$ cat config.mk
export PLATFORM = sky130hd
export DESIGN_NAME = bitstream_loader
export DESIGN_NICKNAME = d
export VERILOG_FILES = /design/src/rtl/bitstream_loader.sv
export SDC_FILE = /design/constraint.sdc
export NUM_CORES = 1
export LEC_CHECK = 0
export BUFFER_PORTS_ARGS = -buffer_cell sky130_fd_sc_hd__buf_2
export CORE_MARGIN = 2
export CORE_UTILIZATION = 56
export DETAILED_ROUTE_END_ITERATION = 10
export HOLD_SLACK_MARGIN = 0.03
export PLACE_DENSITY = 0.79
export SETUP_SLACK_MARGIN = 0.5
export SLEW_MARGIN = 20
export SYNTH_ARGS = -nofsm -noshare
export SYNTH_HDL_FRONTEND = slang
export SYNTH_SLANG_ARGS = --single-unit
$ cat constraint.sdc
create_clock -name clk -period 1.8 [get_ports clk]
set_input_delay 0.09 -clock clk [delete_from_list [all_inputs] [get_ports clk]]
set_output_delay 0.09 -clock clk [all_outputs]
set_load 0.05 [all_outputs]
$ cat src/rtl/bitstream_loader.sv
// bitstream_loader: streams configuration words LSB first into a serial
// scan chain of CHAIN_LEN bits, requesting words over a valid/ready handshake.
// Optional feature: define BITSTREAM_LOADER_CRC_EN to add an 8-bit CRC
// (poly 0x07) of every bit shifted into the chain, exposed on port crc.
module bitstream_loader #(
  parameter int WORD_WIDTH = 8,
  parameter int CHAIN_LEN  = 64
) (
  input  logic                  clk,
  input  logic                  rst_n,
  input  logic                  start,
  input  logic                  abort,
  input  logic [WORD_WIDTH-1:0] word_data,
  input  logic                  word_valid,
  output logic                  word_ready,
  output logic                  scan_out,
  output logic                  scan_en,
  output logic                  busy,
  output logic                  done
`ifdef BITSTREAM_LOADER_CRC_EN
  ,
  output logic [7:0]            crc
`endif
);

  localparam int CNT_W = $clog2(CHAIN_LEN + 1);
  localparam int IDX_W = $clog2(WORD_WIDTH + 1);

  typedef enum logic [1:0] {
    IDLE      = 2'd0,
    WAIT_WORD = 2'd1,
    SHIFT     = 2'd2,
    DONE      = 2'd3
  } state_t;

  state_t                  state;
  state_t                  state_nxt;
  logic [CNT_W-1:0]        bit_cnt;   // bits already shifted into the chain
  logic [IDX_W-1:0]        bit_idx;   // position of scan_out within current word
  logic [WORD_WIDTH-1:0]   shreg;     // bits of the current word not yet presented
  logic                    kill;
  logic                    chain_last;
  logic                    last_bit;

`ifdef BITSTREAM_LOADER_CRC_EN
  function automatic logic [7:0] crc_step(input logic [7:0] c, input logic b);
    return {c[6:0], 1'b0} ^ ((c[7] ^ b) ? 8'h07 : 8'h00);
  endfunction
`endif

  assign kill       = abort && (state != IDLE);
  // The bit on scan_out this cycle is the final one of the chain or of the word.
  assign chain_last = (bit_cnt == CNT_W'(CHAIN_LEN - 1));
  assign last_bit   = chain_last || (bit_idx == IDX_W'(WORD_WIDTH - 1));

  // State register.
  always_ff @(posedge clk or negedge rst_n) begin
    if (!rst_n) state <= IDLE;
    else        state <= state_nxt;
  end

  // Next-state logic; abort overrides every other transition.
  always_comb begin
    state_nxt = state;
    if (kill) begin
      state_nxt = IDLE;
    end else begin
      unique case (state)
        IDLE:      if (start)      state_nxt = WAIT_WORD;
        WAIT_WORD: if (word_valid) state_nxt = SHIFT;
        SHIFT:     if (last_bit)   state_nxt = chain_last ? DONE : WAIT_WORD;
        DONE:                      state_nxt = IDLE;
        default:                   state_nxt = IDLE;
      endcase
    end
  end

  // State-decoded status outputs.
  always_comb begin
    word_ready = (state == WAIT_WORD);
    busy       = (state != IDLE);
    done       = (state == DONE);
  end

  // Shift datapath: scan_out/scan_en are registered so the chain sees clean edges.
  always_ff @(posedge clk or negedge rst_n) begin
    if (!rst_n) begin
      bit_cnt  <= '0;
      bit_idx  <= '0;
      shreg    <= '0;
      scan_en  <= 1'b0;
      scan_out <= 1'b0;
`ifdef BITSTREAM_LOADER_CRC_EN
      crc      <= 8'h00;
`endif
    end else begin
      scan_en  <= 1'b0;
      scan_out <= 1'b0;
      if (!kill) begin
        unique case (state)
          IDLE: begin
            if (start) begin
              bit_cnt <= '0;
`ifdef BITSTREAM_LOADER_CRC_EN
              crc     <= 8'h00;
`endif
            end
          end
          WAIT_WORD: begin
            if (word_valid) begin
              shreg    <= word_data >> 1;
              scan_out <= word_data[0];
              scan_en  <= 1'b1;
              bit_idx  <= '0;
            end
          end
          SHIFT: begin
            bit_cnt <= bit_cnt + CNT_W'(1);
`ifdef BITSTREAM_LOADER_CRC_EN
            crc     <= crc_step(crc, scan_out);
`endif
            if (!last_bit) begin
              scan_en  <= 1'b1;
              scan_out <= shreg[0];
              shreg    <= shreg >> 1;
              bit_idx  <= bit_idx + IDX_W'(1);
            end
          end
          default: ;
        endcase
      end
    end
  end

endmodule

* Yosys cells after proc, flatten, opt, wreduce, memory -nomap -nowiden
Cells that the tools add are included.
** Operators by class
- $add $sub $neg :: 2
- Reductions and logical operators :: 9
- Bitwise gates (word level) :: 1
- Muxes and demuxes :: 22
- Equal/unequal tests :: 11
** Operators with widths (number)
- 8-bit two-way mux :: 2
- 8-bit one-hot mux with 2 select lines :: 1
- 7-bit one-hot mux with 2 select lines :: 1
- 2-bit two-way mux :: 5
- 4-bit two-way mux :: 2
- 2-bit one-hot mux with 4 select lines :: 1
- 4-bit one-hot mux with 2 select lines :: 1
- 7-bit by 1-bit adder with 7-bit output (second input constant) :: 1
- 7-bit by 6-bit equality test with 1-bit output (second input constant) :: 1
- 7-bit two-way mux :: 1
- 1-bit two-way mux :: 6
- 2-bit != test (second input constant) :: 3
- 3-bit != test (second input constant) :: 2
- 3-bit AND reduction :: 2
- 2-bit nonzero test :: 3
- 4-bit by 1-bit adder with 4-bit output (second input constant) :: 1
- 2-bit equality test (second input constant) :: 2
- 4-bit by 3-bit equality test with 1-bit output (second input constant) :: 1
- 1-bit one-hot mux with 2 select lines :: 2
- 4-bit AND reduction :: 1
- 3-bit by 2-bit != test with 1-bit output (second input constant) :: 1
- 2-bit by 1-bit equality test with 1-bit output (second input constant) :: 1
- 2-bit logical NOT :: 1
- 1-bit logical AND :: 1
- 2 further kinds :: 2
** Word-level totals
- Register bits after elaboration :: 23

* Logic depth before layout (Yosys ltp)
Gate-level depths: netlist of the first run.
- Depth after elaboration :: 5
- Mapped depth :: 7

* Least setup slack after synthesis of the first run
Ideal clock, no wire load.
- Path kind :: register -> register
- From :: register state[1]
- To :: register shreg[0]
- Arrival :: 1.850 ns
- Setup slack :: -0.175 ns
- Setup time :: 0.125 ns
- Cell stages (with the launch flop) :: 6
- Buffers on the path :: 0
- Clock period less this slack :: 1.975 ns
- Cells stage by stage :: dfrtp_1 > inv_1 > ha_1 > nand2_1 > a21oi_4 > mux2_2
** On the way
- Elaborated cells between the ends (all ways) :: 10
** RTL lines
- from (decl) :: line 36 : state_t state;
- from (signal assigned) :: line 59 : else state <= state_nxt;
- 2-bit by 1-bit equality test with 1-bit output *
- net word_ready :: line 15 : output logic word_ready,
- 2-bit != test (no line) / 2-bit nonzero test (equally long branches)
- 4-bit AND reduction (no line)
- to (signal assigned) :: line 111 : shreg <= word_data >> 1;
- to (signal assigned) :: line 125 : shreg <= shreg >> 1;
- to (decl) :: line 40 : logic [WORD_WIDTH-1:0] shreg;
Mark *: on every way through the listed nets, which the timed path passes. The rest lies on a longest branch.
A chain may end at the register's enable or synchronous reset.

* Final worst setup path of the first run
- From :: register bit_idx[0]
- To :: register shreg[1]
** On the way
- Longest elaborated chain between the ends :: 4
** Ends and longest elaborated chain
- from (decl) :: line 39 : logic [IDX_W-1:0] bit_idx;
- from (signal assigned) :: line 126 : bit_idx <= bit_idx + IDX_W'(1);
- 4-bit by 3-bit equality test with 1-bit output :: line 54 : assign last_bit = chain_last || (bit_idx == IDX_W'(WORD_WIDTH - 1));
- 1-bit logical OR :: line 54
- 2-bit != test (no line)
- 4-bit AND reduction (no line)
No other way between the ends.

==> metrics.yaml, run 1 <==
outcome:
  status: "complete, but fails checks"
  violations: "negative setup slack"
floorplanning:
  rows: 17
  start_util_pct: 58.88
  die-area_um2: 2727
  fp.coreArea_um2: 2212
  io_pins: 18
  die_h_um: 52.23
  die_w_um: 52.23
routing:
  drt_iter0_markers: 77
  vias: 1419
  drc_errors: 0
  drtPass1Iterations: 4
  wl_mm: 5.029
  vias_per_cell: 6.631
  wl_per_cell_um: 23.50
  ant_nets: 0
clock_network:
  cts_inserted_buffers: 3
  cts_sinks: 22
  clkTransAtPathRegs_ns: 0.13
  max-clock-path-buffers: 2
  cts_root_buf: "clkbuf_4"
  clk_latency_ns: 0.33
  cts_tree: "yes"
  htreeDepth: 1
global_routing:
  grt_pass1_vias: 1349
  overflow: 0
  antenna_found_initial: 0
  grt_usage_pct: 33.03
  grt_pass1_wl_mm: 6.465
  grt_max_degree: 23
sta:
  max-slew-margin-rel_pct: 65.32
  setup_tns_ns: -0.06028
  fin_crit_sh_pct: 101.1
  finalHoldViolations: 0
  final-max-slew-violation-count: 0
  setup_viol: 5
  skew_ns: 0.009247
  fin_ws_ns: -0.02031
  rsz0062_at_grt: "yes"
  tightest_slew_ns: 0.5203
  min_period_ns: 1.820
  fmax_ghz: 0.5494
synthesis:
  synthArstFlopShare_pct: 100.0
  ys_seq_area_share_pct: 42.27
  syn-mean-instance-area_um2: 10.18
  yosys.area.top_type: "dfrtp_1"
  ys_ff_latch: 22
  synth_top_cell_area_share_pct: 42.27
  synth_edf_count: 0
  syn_inst: 128
  yosys_most_used_dff: "dfrtp_1"
  ys_top_cells_by_area: "dfrtp_1 42%, mux2_2 10%, ha_1 5.8%, nand2_1 4.3%, o21ai_0 3.5%"
  synth.distinct_cells: 37
  synth_warnings: 0
  synth_nets: 147
  synth_area_um2: 1302
cells_and_area:
  fin_util_pct: 92.87
  mostFrequentLayoutCells: "23 x buf_4, 21 x dfrtp_1, 15 x buf_6, 14 x buf_2, 11 x mux2_2"
  fin_nets: 206
  final_common_cell: "buf_4"
  syn2layout_area_growth_pct: 57.73
  diodes: 0
  seq_area_um2: 551.8
  multiInputGateArea_um2: 922.1
  nFillCells: 64
  drive_above_1_share_pct: 60.75
  final_cells: 214
placed_design:
  gp_congestion: 0.8987
  dp_hpwl_mm: 2.106
  placed_cells: 177
  port_buffers: 17
setup_path:
  cp.arrival_ns: 2.04
  cpPeakStageDelay_ns: 0.42
  crit_type: "reg -> reg"
  cp-end-kind: "register"
  crit_required_ns: 2.02
  cp_slowest_cell: "dfrtp_1"
  r2r_cells: 5
  start_kind: "register"
  crit_fanout: 7
  crit_chain: "ha_2 -> nand3b_1 -> o311ai_4 -> a21oi_4 -> mux2_2"
pwr:
  clkPwrFrac_pct: 9.2
  p_int_mw: 1.794
  p_leak_nw: 0.9144
  worst_ir_drop_vdd_mv: 1.490
  comb_power_share_pct: 65.9
  sw_frac_of_total_pct: 42.87
  switchingPower_mw: 1.346
  power_density_nw_per_um2: 1529
  seqPwrFrac_pct: 24.9
job:
  cap_violations: 0
min_path:
  hold_path_class: "in -> reg"
  hold_path_depth: 3
logic make-up (layout without fill, tap and decap cells):
kind of cell	Yosys count	in the layout	synth area share (%)
flops	22	22	42.27
mux	12	12	10.37
simple gates	46	46	19.21
buf+inv	10	68	3.074
compound gates	32	32	19.31
fa+ha+maj	6	6	5.764
repair_timing:
action | in CTS | in global routing
setup buffers | 22 | 9
pin swaps | 8 | 17
hold buffers | 2 | 0
cloned | 0 | 0
hold endpoints to repair | 23 | 0
gates resized for setup | 24 | 31
setup endpoints to repair | 25 | 25
registers in the layout, indices dropped and copies added, names as in the netlist:
| register | flops |
|---|---|
| scan_out | 1 |
| shreg | 7 |
| bit_cnt | 7 |
| bit_idx | 4 |
| scan_en | 1 |
| state | 2 |
critical path: cells and delay by family, from the launching register on:
family | cells | cell delay [ns]
AOI/OAI and AO/OA | 2 | 0.48
DFF | 1 | 0.42
muxes | 1 | 0.38
and+or+nand+nor | 1 | 0.22
adders and majority gates | 1 | 0.21
area by class of cell:
class,count,area share (%)
timing repair buffer,57,23.20
sequential,22,26.86
multi-input combinational,96,44.88
inverter,7,1.583
tap,28,1.705
clock buffer,4,1.766
synth_stat cells, drive strengths merged (2+ instances only):
cell / instances
nand2: 15
a21oi: 6
o311ai: 2
inv: 7
buf: 2
a22o: 3
dfrtp: 22
nand2b: 4
ha: 6
mux2: 12
nand3: 3
a211o: 4
nor2: 5
nand4: 2
nor4: 3
o21ai: 9
nor3: 2
or2: 3
and3: 4
path summary, 6_finish.rpt:
check / startpoint / endpoint / slack, ns
max: bit_idx[0]$_DFFE_PN0P_ / shreg[1]$_DFFE_PN0P_ / -0.02
min: word_data[7] / shreg[6]$_DFFE_PN0P_ / 0.03
min reg2reg: shreg[3]$_DFFE_PN0P_ / shreg[3]$_DFFE_PN0P_ / 0.53
max reg2reg: bit_idx[0]$_DFFE_PN0P_ / shreg[1]$_DFFE_PN0P_ / -0.02
max in group asynchronous: rst_n / state[1]$_DFFE_PN0P_ / 1.18
min in group asynchronous: rst_n / bit_cnt[4]$_DFFE_PN0P_ / 0.25
metrics by stage:
stage	area [um2]	worst slack (ns)	hold WS (ns)	power (mW)
after global placement	1533	0.07763	0.07554	1.914
after CTS	1854	0.1169	0.04826	2.654
after global routing	2054	-0.05890	0.02791	3.247
after detailed placement	1533	-0.007546	0.08370	1.965
after floorplan	1396	0.1584	-0.2056	1.717
final	2054	-0.02031	0.02616	3.141
metal layers:
layer	up-vias	track usage (%)	wire (um)
met4	0	19.66	319
met5	-	0	0
li1	590	-	-
met3	32	4.857	399
met2	109	55.49	2457
met1	688	39.93	1853
power groups by stage:
stage	combinational (mW)	sequential [mW]	clock, mW
after floorplan	0.918	0.799	0
after global placement	1.15	0.761	0
after detailed placement	1.19	0.777	0
after CTS	1.62	0.746	0.286
after global routing	2.15	0.790	0.306
final	2.07	0.782	0.290
No activity file was read; power rests on OpenSTA's default activity.
==> run 2, diff against run 1 <==
--- a/config.mk
+++ b/config.mk
@@ -11,7 +11,6 @@
 export DETAILED_ROUTE_END_ITERATION = 10
 export HOLD_SLACK_MARGIN = 0.03
 export PLACE_DENSITY = 0.79
-export SETUP_SLACK_MARGIN = 0.5
 export SLEW_MARGIN = 20
 export SYNTH_ARGS = -nofsm -noshare
 export SYNTH_HDL_FRONTEND = slang
==> run 2 against run 1 <==
Against the previous run:
- cell area shrank 15%
- via count shrank 19%
- global-route usage shrank 7.1 points
- critical endpoint is now shreg[2]$_DFFE_PN0P_
- largest cell class unchanged
- total power shrank 18%
- fmax grew 3.4%
- clock skew grew 0.0068 ns
- the run now ends clean
- core utilization shrank 14 points
- die area is the same
- non-clock buffer count shrank 15
- sequential power shrank 3.2%
- cell count shrank 7.0%
==> metrics.yaml, run 2 (synthesis results as in run 1) <==
floorplanning:
  die_w_um: 52.23
  die_h_um: 52.23
  rows: 17
  start_util_pct: 58.88
  fp.coreArea_um2: 2212
  io_pins: 18
  die-area_um2: 2727
routing:
  drtPass1Iterations: 5
  vias: 1151
  vias_per_cell: 5.784
  drt_iter0_markers: 27
  wl_mm: 3.118
  drc_errors: 0
  wl_per_cell_um: 15.67
  ant_nets: 0
clock_network:
  clkTransAtPathRegs_ns: 0.14
  cts_sinks: 22
  cts_root_buf: "clkbuf_4"
  clk_latency_ns: 0.33
  htreeDepth: 1
  cts_tree: "yes"
  cts_inserted_buffers: 3
  max-clock-path-buffers: 2
placed_design:
  port_buffers: 17
  place_area_um2: 1546
  post-place-ws_ns: -0.05323
  dp_hpwl_mm: 2.169
  gp_congestion: 0.8914
setup_path:
  cp-end-kind: "register"
  crit_required_ns: 2.04
  crit_fanout: 11
  cp.arrival_ns: 2.00
  crit_type: "reg -> reg"
  start_kind: "register"
outcome:
  status: "finished clean"
sta:
  skew_ns: 0.01607
  final-max-slew-violation-count: 0
  fmax_ghz: 0.5682
  rsz0062_at_grt: "yes"
  max-slew-margin-rel_pct: 66.00
  fin_crit_sh_pct: 97.77
  hold_ws_ns: 0.06107
  finalHoldViolations: 0
  tightest_slew_ns: 0.5100
  min_period_ns: 1.760
  setup_viol: 0
  fin_ws_ns: 0.04010
  setup_tns_ns: 0
cells_and_area:
  final_area_um2: 1748
  diodes: 0
  fin_nets: 191
  drive_above_1_share_pct: 44.44
  reg.largest.list: "bit_cnt x7, shreg x7, bit_idx x4"
  mostFrequentLayoutCells: "21 x dfrtp_1, 21 x buf_4, 17 x buf_2, 13 x nand2_1, 10 x mux2_2"
  syn2layout_area_growth_pct: 34.20
global_routing:
  grt_usage_pct: 25.90
  grt_pass1_vias: 1162
  grt_pass1_wl_mm: 5.181
  antenna_found_initial: 0
  grt_max_degree: 23
  overflow: 0
job:
  cap_violations: 0
pwr:
  power_density_nw_per_um2: 1471
  p_leak_nw: 0.8095
  worst_ir_drop_vdd_mv: 1.186
  finalPower_mw: 2.571
min_path:
  hold_path_class: "in -> reg"
## run 2: cell count changes in the layout (fill, tap and decap cells not counted), sizes merged
cell,before,now
dlygate4sd3,2,3
buf,55,39
clkbuf,4,3
bufinv,0,1
clkinvlp,1,0
inv,6,7
## run 2: worst paths after layout
kind / endpoint / cells past startpoint / slack [ns] / startpoint
worst min-delay path: shreg[6]$_DFFE_PN0P_ / 3 / 0.06 / word_data[7]
worst max-delay path: shreg[2]$_DFFE_PN0P_ / 6 / 0.04 / state[1]$_DFFE_PN0P_
max in group asynchronous: state[1]$_DFFE_PN0P_ / 2 / 1.17 / rst_n
worst max register to register: shreg[2]$_DFFE_PN0P_ / 6 / 0.04 / state[1]$_DFFE_PN0P_
min in group asynchronous: bit_cnt[0]$_DFFE_PN0P_ / 2 / 0.23 / rst_n
worst min register to register: shreg[3]$_DFFE_PN0P_ / 1 / 0.53 / shreg[3]$_DFFE_PN0P_
## run 2: routing by layer
metal  vias up  part of all wire [%]  GRT usage, %
met5         -                     0             0
met4         0                   2.6         11.54
met3         9                   2.8         3.429
met2        25                    53         46.20
met1       560                    42         30.91
li1        557                     -             -
## run 2: per-stage QoR
step / utilization (%) / instances
2_1_floorplan: - / 128
3_3_place_gp: 69.91 / 188
3_5_place_dp: 69.91 / 188
4_1_cts: 75.11 / 196
5_1_grt: 79.02 / 199
6_report: 79.02 / 199
## run 2: final cells by class
class                      instances  area (um2)
multi-input combinational         96       798.3
sequential                        22       551.8
inverter                           7       26.28
timing repair buffer              42       284.0
tap                               28       35.03
clock buffer                       3       22.52
fill                             134       464.2
clock inverter                     1       30.03
## run 2: power breakdown
part           internal, mW  switching (mW)
registers             0.654           0.103
logic                 0.675           0.743
clock network         0.226           0.170
total                  1.55            1.02
## run 2: what timing repair did
action,in CTS,in global routing
gates resized for setup,6,13
setup buffers,1,3
endpoints found under the setup margin,12,19
hold buffers,3,0
pin swaps,1,2
hold endpoints to repair,24,0
## run 2: worst max-delay path, stage by stage (launching register included)
cell and delay, ns:
dfrtp_2 0.47, ha_4 0.20, buf_4 0.18, inv_1 0.09, nand2_2 0.08, a21oi_4 0.29, mux2_2 0.38
